File: src/rtl/alarm_ctrl_if.sv
// Alarm controller bus: time/alarm settings and keys in, alarm status out.
interface alarm_ctrl_if;
    logic       tick_1hz;
    logic       alarm_en;
    logic [4:0] cur_hour;
    logic [5:0] cur_min;
    logic [5:0] cur_sec;
    logic [4:0] alm_hour;
    logic [5:0] alm_min;
    logic       key_stop;
    logic       key_snooze;
    logic       buzzer;
    logic       ringing;
    logic       snoozing;
    logic [1:0] snooze_cnt;

    // Driver side: supplies time, settings and keys, observes status.
    modport master (
        output tick_1hz, alarm_en, cur_hour, cur_min, cur_sec,
               alm_hour, alm_min, key_stop, key_snooze,
        input  buzzer, ringing, snoozing, snooze_cnt
    );

    // Controller side.
    modport slave (
        input  tick_1hz, alarm_en, cur_hour, cur_min, cur_sec,
               alm_hour, alm_min, key_stop, key_snooze,
        output buzzer, ringing, snoozing, snooze_cnt
    );
endinterface

File: src/rtl/alarm_ctrl.sv
// Alarm clock controller: arm, ring, snooze, hold-off for the rest of the
// alarm minute. All outputs are registered from the state registers.
module alarm_ctrl #(
    parameter int RING_SECS   = 60,
    parameter int SNOOZE_SECS = 300,
    parameter int MAX_SNOOZE  = 3
) (
    input  logic         clk,
    input  logic         rst_n,
    alarm_ctrl_if.slave  bus
);

    localparam int SEC_MAX = (RING_SECS > SNOOZE_SECS) ? RING_SECS : SNOOZE_SECS;
    localparam int SEC_W   = $clog2(SEC_MAX + 1);

    localparam logic [SEC_W-1:0] RING_LIM = SEC_W'(RING_SECS);
    localparam logic [SEC_W-1:0] SNZ_LIM  = SEC_W'(SNOOZE_SECS);
    localparam logic [SEC_W-1:0] SEC_SAT  = '1;
    localparam logic [1:0]       MAX_SN   = 2'(MAX_SNOOZE);

    localparam logic [2:0] S_IDLE   = 3'd0;
    localparam logic [2:0] S_ARMED  = 3'd1;
    localparam logic [2:0] S_RING   = 3'd2;
    localparam logic [2:0] S_SNOOZE = 3'd3;
    localparam logic [2:0] S_HOLD   = 3'd4;

    logic [2:0]       state_q, state_d;
    logic [SEC_W-1:0] sec_cnt_q, sec_cnt_d;
    logic [1:0]       snooze_cnt_q, snooze_cnt_d;
    logic             beep_phase_q, beep_phase_d;
    logic             buzzer_q, buzzer_d;
    logic             ringing_q, ringing_d;
    logic             snoozing_q, snoozing_d;
    logic [1:0]       snz_out_q, snz_out_d;

    logic             match;
    logic [SEC_W-1:0] sec_inc;

    assign match   = (bus.cur_hour == bus.alm_hour) && (bus.cur_min == bus.alm_min)
                     && (bus.cur_sec == 6'd0);
    // Saturating increment so a long stall can never wrap back to zero.
    assign sec_inc = (sec_cnt_q == SEC_SAT) ? sec_cnt_q : sec_cnt_q + SEC_W'(1);

    // Next-state: enable drop overrides everything; key events beat ticks.
    always_comb begin
        state_d      = state_q;
        sec_cnt_d    = sec_cnt_q;
        snooze_cnt_d = snooze_cnt_q;
        beep_phase_d = beep_phase_q;
        if (!bus.alarm_en) begin
            state_d      = S_IDLE;
            sec_cnt_d    = '0;
            snooze_cnt_d = '0;
            beep_phase_d = 1'b0;
        end else begin
            case (state_q)
                S_IDLE: state_d = S_ARMED;
                S_ARMED: begin
                    if (match) begin
                        state_d      = S_RING;
                        sec_cnt_d    = '0;
                        beep_phase_d = 1'b0;
                        snooze_cnt_d = '0;
                    end
                end
                S_RING: begin
                    if (bus.key_stop || (bus.key_snooze && snooze_cnt_q >= MAX_SN)) begin
                        state_d = S_HOLD;
                    end else if (bus.key_snooze) begin
                        state_d      = S_SNOOZE;
                        snooze_cnt_d = snooze_cnt_q + 2'd1;
                        sec_cnt_d    = '0;
                    end else if (bus.tick_1hz) begin
                        sec_cnt_d    = sec_inc;
                        beep_phase_d = ~beep_phase_q;
                        if (sec_inc >= RING_LIM) state_d = S_HOLD;
                    end
                end
                S_SNOOZE: begin
                    if (bus.key_stop) begin
                        state_d = S_HOLD;
                    end else if (bus.tick_1hz) begin
                        sec_cnt_d = sec_inc;
                        if (sec_inc >= SNZ_LIM) begin
                            state_d   = S_RING;
                            sec_cnt_d = '0;
                        end
                    end
                end
                S_HOLD: begin
                    if (bus.cur_min != bus.alm_min) state_d = S_ARMED;
                end
                default: state_d = S_IDLE;
            endcase
        end
        // Every ring period starts with the buzzer off.
        if (state_d != S_RING) beep_phase_d = 1'b0;
    end

    // Output decode from the current state; registered, so one clk behind.
    always_comb begin
        buzzer_d   = (state_q == S_RING) && beep_phase_q;
        ringing_d  = (state_q == S_RING);
        snoozing_d = (state_q == S_SNOOZE);
        snz_out_d  = snooze_cnt_q;
    end

    // State and output registers with synchronous active-low reset.
    always_ff @(posedge clk) begin
        if (!rst_n) begin
            state_q      <= S_IDLE;
            sec_cnt_q    <= '0;
            snooze_cnt_q <= '0;
            beep_phase_q <= 1'b0;
            buzzer_q     <= 1'b0;
            ringing_q    <= 1'b0;
            snoozing_q   <= 1'b0;
            snz_out_q    <= '0;
        end else begin
            state_q      <= state_d;
            sec_cnt_q    <= sec_cnt_d;
            snooze_cnt_q <= snooze_cnt_d;
            beep_phase_q <= beep_phase_d;
            buzzer_q     <= buzzer_d;
            ringing_q    <= ringing_d;
            snoozing_q   <= snoozing_d;
            snz_out_q    <= snz_out_d;
        end
    end

    assign bus.buzzer     = buzzer_q;
    assign bus.ringing    = ringing_q;
    assign bus.snoozing   = snoozing_q;
    assign bus.snooze_cnt = snz_out_q;

endmodule
File: src/flat_wrapper.sv
// flat-port wrapper written by rule: the top's interface ports become plain ports
module alarm_ctrl_flat 
#(
    parameter int RING_SECS   = 60,
    parameter int SNOOZE_SECS = 300,
    parameter int MAX_SNOOZE  = 3
)
  (clk, rst_n, bus_tick_1hz, bus_alarm_en, bus_cur_hour, bus_cur_min, bus_cur_sec, bus_alm_hour, bus_alm_min, bus_key_stop, bus_key_snooze, bus_buzzer, bus_ringing, bus_snoozing, bus_snooze_cnt);
  alarm_ctrl_if bus_i ();
  input  logic clk;
  input  logic rst_n;
  input wire logic [$bits(bus_i.tick_1hz)-1:0] bus_tick_1hz;
  input wire logic [$bits(bus_i.alarm_en)-1:0] bus_alarm_en;
  input wire logic [$bits(bus_i.cur_hour)-1:0] bus_cur_hour;
  input wire logic [$bits(bus_i.cur_min)-1:0] bus_cur_min;
  input wire logic [$bits(bus_i.cur_sec)-1:0] bus_cur_sec;
  input wire logic [$bits(bus_i.alm_hour)-1:0] bus_alm_hour;
  input wire logic [$bits(bus_i.alm_min)-1:0] bus_alm_min;
  input wire logic [$bits(bus_i.key_stop)-1:0] bus_key_stop;
  input wire logic [$bits(bus_i.key_snooze)-1:0] bus_key_snooze;
  output wire logic [$bits(bus_i.buzzer)-1:0] bus_buzzer;
  output wire logic [$bits(bus_i.ringing)-1:0] bus_ringing;
  output wire logic [$bits(bus_i.snoozing)-1:0] bus_snoozing;
  output wire logic [$bits(bus_i.snooze_cnt)-1:0] bus_snooze_cnt;
  assign bus_i.tick_1hz = bus_tick_1hz;
  assign bus_i.alarm_en = bus_alarm_en;
  assign bus_i.cur_hour = bus_cur_hour;
  assign bus_i.cur_min = bus_cur_min;
  assign bus_i.cur_sec = bus_cur_sec;
  assign bus_i.alm_hour = bus_alm_hour;
  assign bus_i.alm_min = bus_alm_min;
  assign bus_i.key_stop = bus_key_stop;
  assign bus_i.key_snooze = bus_key_snooze;
  assign bus_buzzer = bus_i.buzzer;
  assign bus_ringing = bus_i.ringing;
  assign bus_snoozing = bus_i.snoozing;
  assign bus_snooze_cnt = bus_i.snooze_cnt;
  alarm_ctrl #(.RING_SECS(RING_SECS), .SNOOZE_SECS(SNOOZE_SECS), .MAX_SNOOZE(MAX_SNOOZE)) u_core (.clk(clk), .rst_n(rst_n), .bus(bus_i));
endmodule
File: config.mk
export PLATFORM = sky130hd
export DESIGN_NAME = alarm_ctrl_flat
export DESIGN_NICKNAME = d
export VERILOG_FILES = /design/src/rtl/alarm_ctrl_if.sv /design/src/rtl/alarm_ctrl.sv /design/src/flat_wrapper.sv
export SDC_FILE = /design/constraint.sdc
export NUM_CORES = 1
export LEC_CHECK = 0
export CAP_MARGIN = 25
export CORE_MARGIN = 1.5
export CORE_UTILIZATION = 40
export CTS_BUF_LIST = sky130_fd_sc_hd__clkbuf_2
export CTS_CLUSTER_DIAMETER = 60
export DETAILED_ROUTE_END_ITERATION = 12
export GPL_ROUTABILITY_DRIVEN = 0
export GPL_TIMING_DRIVEN = 0
export PLACE_DENSITY = 0.67
export SYNTH_ARGS = -nofsm -noshare
export SYNTH_HDL_FRONTEND = slang
export SYNTH_SLANG_ARGS = --single-unit
File: constraint.sdc
create_clock -name clk -period 6.58 [get_ports clk]
set_clock_uncertainty 0.2 [all_clocks]
set_input_delay 1.316 -clock clk [delete_from_list [all_inputs] [get_ports clk]]
set_output_delay 1.316 -clock clk [all_outputs]
set_load 0.02 [all_outputs]
Word level (Yosys, flattened, before mapping)
Cells that the tools add are included.
Storage, ports and cells
  RAM bits: 0
  word-level logic and storage cells: 76
  register bits after elaboration: 20
  memories: 0
  bits of input ports: 34
  latch bits: 0
  memory bits (read-only): 0
Operators by class
  bitwise logic cells: 3
  magnitude comparators: 3
  multipliers: 0
  equal/unequal tests: 17
  div/mod/pow operators: 0
  multiplexer cells: 29
  add/subtract/negate cells: 2
  reductions and logical operators: 14
  shifts and indexed selects: 0
Operators with widths (count)
  two-way mux 9 bit: 8
  two-way mux 3 bit: 10
  one-hot mux 9 bit (3 select lines): 1
  one-hot mux 3 bit (5 select lines): 1
  inequality test 2 bit (second input constant): 6
  adder 9 x 1 -> 9 bit (second input constant): 1
  equality test 9 bit (second input constant): 1
  >= comparator 9 x 6 -> 1 bit (second input constant): 1
  >= comparator 9 bit (second input constant): 1
  equality test 3 x 2 -> 1 bit (second input constant): 2
  equality test 6 bit: 1
  zero test 6 bit: 1
  two-way mux 2 bit: 3
  inequality test 6 bit: 1
  AND reduction 6 bit: 1
  equality test 5 bit: 1
  AND reduction 5 bit: 1
  logical AND 1 bit: 4
  two-way mux 1 bit: 4
  one-hot mux 2 bit (2 select lines): 1
  AND reduction 4 bit: 1
  equality test 3 x 1 -> 1 bit (second input constant): 1
  equality test 3 bit (second input constant): 1
  zero test 3 bit: 1
  other kinds (12): 14

Logic depth before layout (Yosys ltp)
Gate-level depths: netlist (run 1).
  word-level depth: 11
  depth in mapped cells: 9
  depth with buffers taken out: 8

Least setup slack after synthesis (run 1)
No wires, ideal clock.
  path type: input-to-reg
  from: in bus_alm_min[1]
  to: reg u_core.sec_cnt_q[8]
  cell stages on the path: 8
  arrival time: 2617 ps
  path slack: 3631 ps
  cell sequence: xnor2_1 nand4_1 nor4_2 nand3_1 o41ai_1 buf_6 mux2i_1 nor3_1
Between the ends
  longest elaborated chain between the ends: 5
RTL lines
  start: declaration: line flat_wrapper.sv:18  | input wire logic [$bits(bus_i.alm_min)-1:0] bus_alm_min;
  equality test 6 bit: line alarm_ctrl.sv:39  | assign match = (bus.cur_hour == bus.alm_hour) && (bus.cur_min == bus.alm_min)
  logical AND 1 bit: line alarm_ctrl.sv:39
  logical AND 1 bit: line alarm_ctrl.sv:40  | && (bus.cur_sec == 6'd0);
  inequality test 2 x 1 -> 1 bit (no line)
  AND reduction 6 bit (no line)
  end signal: assignment: line alarm_ctrl.sv:121  | sec_cnt_q <= sec_cnt_d;
  end: declaration: line alarm_ctrl.sv:28  | logic [SEC_W-1:0] sec_cnt_q, sec_cnt_d;
Every way passes these cells.
A chain may end at the register's enable or synchronous reset.

Worst setup path in the final report (run 1)
  from: in bus_alm_min[3]
  to: reg u_core.sec_cnt_q[8]
The elaborated chain is that of the path after synthesis.

==> results_dict.tcl, run 1 <==
set metrics [dict create \
    syn_nets 209 \
    diodes 0 \
    grt_pass1_vias 1358 \
    port_buffers 38 \
    max-vdd-ir-drop_mv 0.0784 \
    synthFlopType "dfxtp_1" \
    syn_area_um2 1430 \
    clock_path_buffers 2 \
    leakagePower_nw 0.632 \
    drive_gt1_share_pct 10.7 \
    yosys_warnings 0 \
    antenna_found_initial 0 \
    worstSetupPathType "input pin to flip-flop" \
    cts_sinks 20 \
    r2r.worst_path.cells 9 \
    layout_commonest_cell "clkdlybuf4s50_1" \
    avgSynthCellArea_um2 8.25 \
    drt_iter0_drc 147 \
    ant_nets 0 \
    wl_um 3480 \
    total_power_w 0.000211 \
    cts_hold_buf 0 \
    crit_slowest_cell "clkdlybuf4s50_1" \
    area.growth.synth_to_final_pct 32.0 \
    tns_ps 0 \
    hold_path.class "flip-flop to flip-flop" \
    die_area_um2 3940 \
    hold_depth 1 \
    post-route-drc-count 0 \
    path_max_fanout 10 \
    critPathCaptureType "flip-flop" \
    final_cell_mix "clkdlybuf4s50_1, dfxtp_1, a21oi_1, nor2_1, nand2_1" \
    slew_viol_final 0 \
    cpPeakStageDelay_ps 470 \
    dp.final_hpwl_um 2740 \
    root_buffer "clkbuf_2" \
    crit_chain "clkdlybuf4s50_1, xnor2_1, nand4_1, nor4_2, nand3_1, o41ai_1, buf_6, mux2i_1, nor3_1" \
    clkTransAtPathRegs_ps 200 \
    min_from "u_core.snooze_cnt_q[1]" \
    grtUsageMet2_pct 33.2 \
    nets 252 \
    cp_top_family "simple AND/OR/NAND/NOR gates" \
    slew_headroom_pct 48.7 \
    grt_pass1_wl_um 6090 \
    wl_per_cell_um 13.3 \
    rows 21 \
    finalCritPeriodShare_pct 50.5 \
    top_usage_layer "met2" \
    core_um2 3390 \
    timing.hold.ws_ps 310 \
    finalSetupViolCount 0 \
    arrival_ps 3350 \
    holdPathEnd "u_core.bus.snooze_cnt[1]" \
    hold_viol 0 \
    grt_usage_pct 18.7 \
    fmax_mhz 301 \
    ys_seq_area_share_pct 28.0 \
    cts_setup_buffers 0 \
    viasPerCell 5.59 \
    dr.pass1.iters 4 \
    worstSetupStartpointType "input pin" \
    cp_num_buf_inv 2 \
    tightestPinTransition_ps 760 \
    met3_usage_pct 3.42 \
    period_needed_ps 3320 \
    crit_required_ps 6610 \
    rsz0062_at_grt "no" \
    cts_tree "done" \
    met1_usage_pct 23.5 \
    clkLatencyLatePin_ps 330 \
    synth_edf_count 0 \
    die_h_um 62.7 \
    cts_buffers 3 \
    reg2reg_to "u_core.sec_cnt_q[4]" \
    ys_types 53 \
    ios 39 \
    vias 1458 \
    htree_levels 1 \
    grt_max_degree 12 \
    grt_overflow 0 \
    die_w_um 62.7 \
    powerDensity_nw_per_um2 112 \
    initial_core_util_pct 42.1 \
    status "finished clean" \
    rrSetupSlack_ps 3990 \
    maxCapViolCount 0 \
    cts-resized-gates 0 \
    synth-seq-cells 20 \
    synth-async-reset-ratio_pct 0 \
    worst_r2r_startpoint "u_core.sec_cnt_q[0]" \
    netlist_instances 173 \
]
-- worst reg2reg max path, delay by kind of cell, from the launching register on --
family                   cells  cell delay [ps]
AO/OA/AOI/OAI                3              750
adder cells (fa/ha/maj)      1              180
buffers and inverters        1              170
flip-flops                   1              470
AND/OR/NAND/NOR              4              710
-- flip-flops by register name, indices dropped and copies added (netlist names) --
register	count
u_core.bus.buzzer	1
u_core.bus.ringing	1
u_core.snooze_cnt_q	2
u_core.sec_cnt_q	9
u_core.state_q	3
u_core.bus.snooze_cnt	2
u_core.bus.snoozing	1
u_core.beep_phase_q	1
-- Yosys cell counts, types with 2 or more instances --
cell	n	share of area [%]
a211oi_2	3	2.6
a21oi_1	19	6.7
a31oi_1	3	1.3
and2_1	4	1.8
and3_1	5	2.2
buf_4	2	1.1
clkbuf_8	2	1.9
dfxtp_1	20	28
ha_1	2	1.8
inv_1	4	1.1
mux2i_1	3	2.1
nand2_1	13	3.4
nand2b_1	2	0.88
nand3_1	8	2.8
nand3b_1	2	1.1
nand4_1	4	1.8
nand4b_1	2	1.2
nor2_1	14	3.7
nor2b_1	2	0.88
nor3_1	8	2.8
o211ai_1	3	1.6
o21ai_0	7	2.5
xnor2_1	11	6.7
-- report_power, final --
group          internal, W  switching [W]  total (W)
Sequential        0.000122   0.0000000665   0.000122
Clock            0.0000132      0.0000407  0.0000539
Combinational    0.0000236      0.0000122  0.0000358
-- worst max-delay path by stage --
| stage | end | startpoint | cells after the start | slack (ps) |
|---|---|---|---|---|
| after detailed placement | u_core.sec_cnt_q[8] | bus_alm_min[3] | 9 | 2880 |
| after floorplan | u_core.sec_cnt_q[8] | bus_alm_min[1] | 8 | 3630 |
| after CTS | u_core.sec_cnt_q[8] | bus_alm_min[3] | 9 | 3250 |
| after global placement | u_core.sec_cnt_q[8] | bus_cur_min[3] | 9 | 2940 |
| final | u_core.sec_cnt_q[8] | bus_alm_min[3] | 9 | 3260 |
| after global routing | u_core.sec_cnt_q[8] | bus_alm_min[3] | 9 | 3120 |
-- layer usage --
layer  wire length (um)  vias up  share of wire (%)
met5                  0        -                  0
met4                 30        0               0.86
met3                191        5                5.5
met2               1780       53                 51
met1               1480      680                 42
li1                   -      720                  -
-- per-stage QoR --
stage                     util, %  instance area [um^2]  cells  setup slack (ps)
after detailed placement     55.0                  1870    257              2880
final                        55.6                  1880    261              3260
after global routing         55.6                  1880    261              3120
after CTS                    55.6                  1880    261              3250
after global placement       55.0                  1870    257              2940
after floorplan                 -                  1430    173              3630
-- cells by family (layout without fill, tap and decap cells) --
group	after synthesis	after routing	synth area share, %
flip-flops	20	20	28.0
buffers and inverters	12	54	6.22
adder cells (fa/ha/maj)	2	2	1.75
AO/OA/AOI/OAI	49	49	25.2
multiplexers	3	3	2.10
AND/OR/NAND/NOR	75	75	28.7
XOR/XNOR	12	12	7.89
-- final cells by class --
class	count	area (um^2)
Buffer	8	73.8
Clock buffer	3	15.0
Clock inverter	1	3.75
Fill cell	330	1510
Inverter	4	15.0
Multi-Input combinational cell	141	938
Sequential cell	20	400
Tap cell	46	57.6
Timing Repair Buffer	38	380
(Power assumes the default switching activity.)
==> run 2: changes to the inputs <==
--- a/config.mk
+++ b/config.mk
@@ -13,7 +13,7 @@
 export DETAILED_ROUTE_END_ITERATION = 12
 export GPL_ROUTABILITY_DRIVEN = 0
 export GPL_TIMING_DRIVEN = 0
-export PLACE_DENSITY = 0.67
+export PLACE_DENSITY = 0.7
 export SYNTH_ARGS = -nofsm -noshare
 export SYNTH_HDL_FRONTEND = slang
 export SYNTH_SLANG_ARGS = --single-unit
==> constraint.sdc (replaced) <==
create_clock -name clk -period 3 [get_ports clk]
set_clock_uncertainty 0.2 [all_clocks]
set_input_delay 0.6 -clock clk [delete_from_list [all_inputs] [get_ports clk]]
set_output_delay 0.6 -clock clk [all_outputs]
set_load 0.02 [all_outputs]
==> results_dict.tcl, run 2 (synthesis gave the netlist of run 1 again) <==
set metrics [dict create \
    cts_buffers 3 \
    rsz0062_at_grt "no" \
    die_area_um2 3940 \
    dr.pass1.iters 4 \
    cts_tree "done" \
    clkLatencyLatePin_ps 340 \
    largest_register_ff_count 9 \
    port_buffers 38 \
    hold_viol 0 \
    final_util_pct 55.6 \
    top_regs "u_core.sec_cnt_q x9, u_core.state_q x3" \
    drive_gt1_share_pct 10.7 \
    grt_overflow 0 \
    path_max_fanout 10 \
    drt_iter0_drc 113 \
    regMostFlops "u_core.sec_cnt_q" \
    crit_required_ps 3040 \
    ios 39 \
    cts_setup_buffers 0 \
    maxCapViolCount 0 \
    fillers 297 \
    rrSetupSlack_ps 430 \
    root_buffer "clkbuf_2" \
    place_inst 257 \
    worstSetupStartpointType "input pin" \
    clkTransAtPathRegs_ps 210 \
    cts_sinks 20 \
    critPathCaptureType "flip-flop" \
    htree_levels 1 \
    cts_hold_buf 0 \
    post-route-drc-count 0 \
    nets 252 \
    area.growth.synth_to_final_pct 32.0 \
    viasPerCell 5.47 \
    diodes 0 \
    grt_max_degree 12 \
    fmax_mhz 381 \
    wl_um 3460 \
    worstSetupPathType "input pin to flip-flop" \
    tightestPinTransition_ps 683 \
    grt_usage_pct 19.4 \
    final_cells 261 \
    status "finished clean" \
    finalCritPeriodShare_pct 87.4 \
    powerDensity_nw_per_um2 248 \
    crit_start "bus_alm_min[1]" \
    initial_core_util_pct 42.1 \
    finalSetupViolCount 0 \
    cts-resized-gates 0 \
    timing.hold.ws_ps 306 \
    final_cell_mix "clkdlybuf4s50_1, dfxtp_1, a21oi_1, nor2_1, nand2_1" \
    r2r.worst_path.cells 9 \
    antenna_found_initial 0 \
    clock_path_buffers 2 \
    period_needed_ps 2620 \
    max-vdd-ir-drop_mv 0.107 \
    vias 1428 \
    core_um2 3390 \
    rows 21 \
    grt_pass1_vias 1409 \
    wl_per_cell_um 13.3 \
    slew_viol_final 0 \
    ant_nets 0 \
    die_w_um 62.7 \
    dp.final_hpwl_um 2760 \
    crit_end "u_core.sec_cnt_q[8]" \
    hold_path.class "flip-flop to flip-flop" \
    slew_headroom_pct 53.8 \
    leakagePower_nw 0.632 \
    worst_r2r_startpoint "u_core.sec_cnt_q[0]" \
    die_h_um 62.7 \
    reg2reg_to "u_core.sec_cnt_q[4]" \
    arrival_ps 2660 \
    layout_commonest_cell "clkdlybuf4s50_1" \
    grt_pass1_wl_um 6250 \
    min_from "u_core.beep_phase_q" \
]
## run 2: cell counts in the layout (fill, tap and decap cells not counted)
Identical to the previous run, type by type.
## run 2: routing by layer
metal	global-route usage (%)	wire (um)
met1	23.8	1480
met2	33.7	1740
met3	3.24	196
met4	7.50	43
met5	0	0
## run 2: final cells by class
cell class / instances / area, um^2 / share of cell area (%)
Buffer: 8 / 73.8 / 3.92
Clock buffer: 3 / 15.0 / 0.797
Clock inverter: 1 / 3.75 / 0.199
Inverter: 4 / 15.0 / 0.797
Multi-Input combinational cell: 141 / 938 / 49.8
Sequential cell: 20 / 400 / 21.2
Tap cell: 46 / 57.6 / 3.05
Timing Repair Buffer: 38 / 380 / 20.2
## run 2: power by group
part | switching, W | internal (W)
Clock | 0.0000917 | 0.0000290
Sequential | 0.000000148 | 0.000267
Combinational | 0.0000271 | 0.0000518
Total | 0.000119 | 0.000348
## run 2: metrics by stage
step | worst slack, ps | TNS [ps] | cell area, um^2 | power, W
global route | 193 | 0 | 1880 | 0.000486
finish | 377 | 0 | 1880 | 0.000467
floorplan | 767 | 0 | 1430 | 0.000298
CTS | 400 | 0 | 1880 | 0.000471
detailed placement | -3.73 | -3.73 | 1870 | 0.000351
global placement | 92.9 | 0 | 1870 | 0.000350
## run 2: critical path, stage by stage
cell and delay (ps):
clkdlybuf4s50_1 490, xnor2_1 120, nand4_1 150, nor4_2 330, nand3_1 260, o41ai_1 210
buf_6 240, mux2i_1 200, nor3_1 60
## run 2: worst min path at each step
stage | slack (ps) | depth (start not counted) | to
2_1_floorplan | 260 | 1 | u_core.bus.snooze_cnt[1]
3_3_place_gp | 280 | 1 | u_core.bus.snooze_cnt[1]
3_5_place_dp | 280 | 1 | u_core.bus.buzzer
4_1_cts | 310 | 1 | u_core.bus.snooze_cnt[1]
5_1_grt | 330 | 1 | u_core.bus.buzzer
6_report | 310 | 1 | u_core.bus.buzzer
==> run 3: changes to the inputs <==
--- a/config.mk
+++ b/config.mk
@@ -5,6 +5,7 @@
 export SDC_FILE = /design/constraint.sdc
 export NUM_CORES = 1
 export LEC_CHECK = 0
+export ABC_CLOCK_PERIOD_IN_PS = 3000
 export CAP_MARGIN = 25
 export CORE_MARGIN = 1.5
 export CORE_UTILIZATION = 40
==> results of run 3 <==
No change in the layout: final DEF, timing and power equal those of run 2.
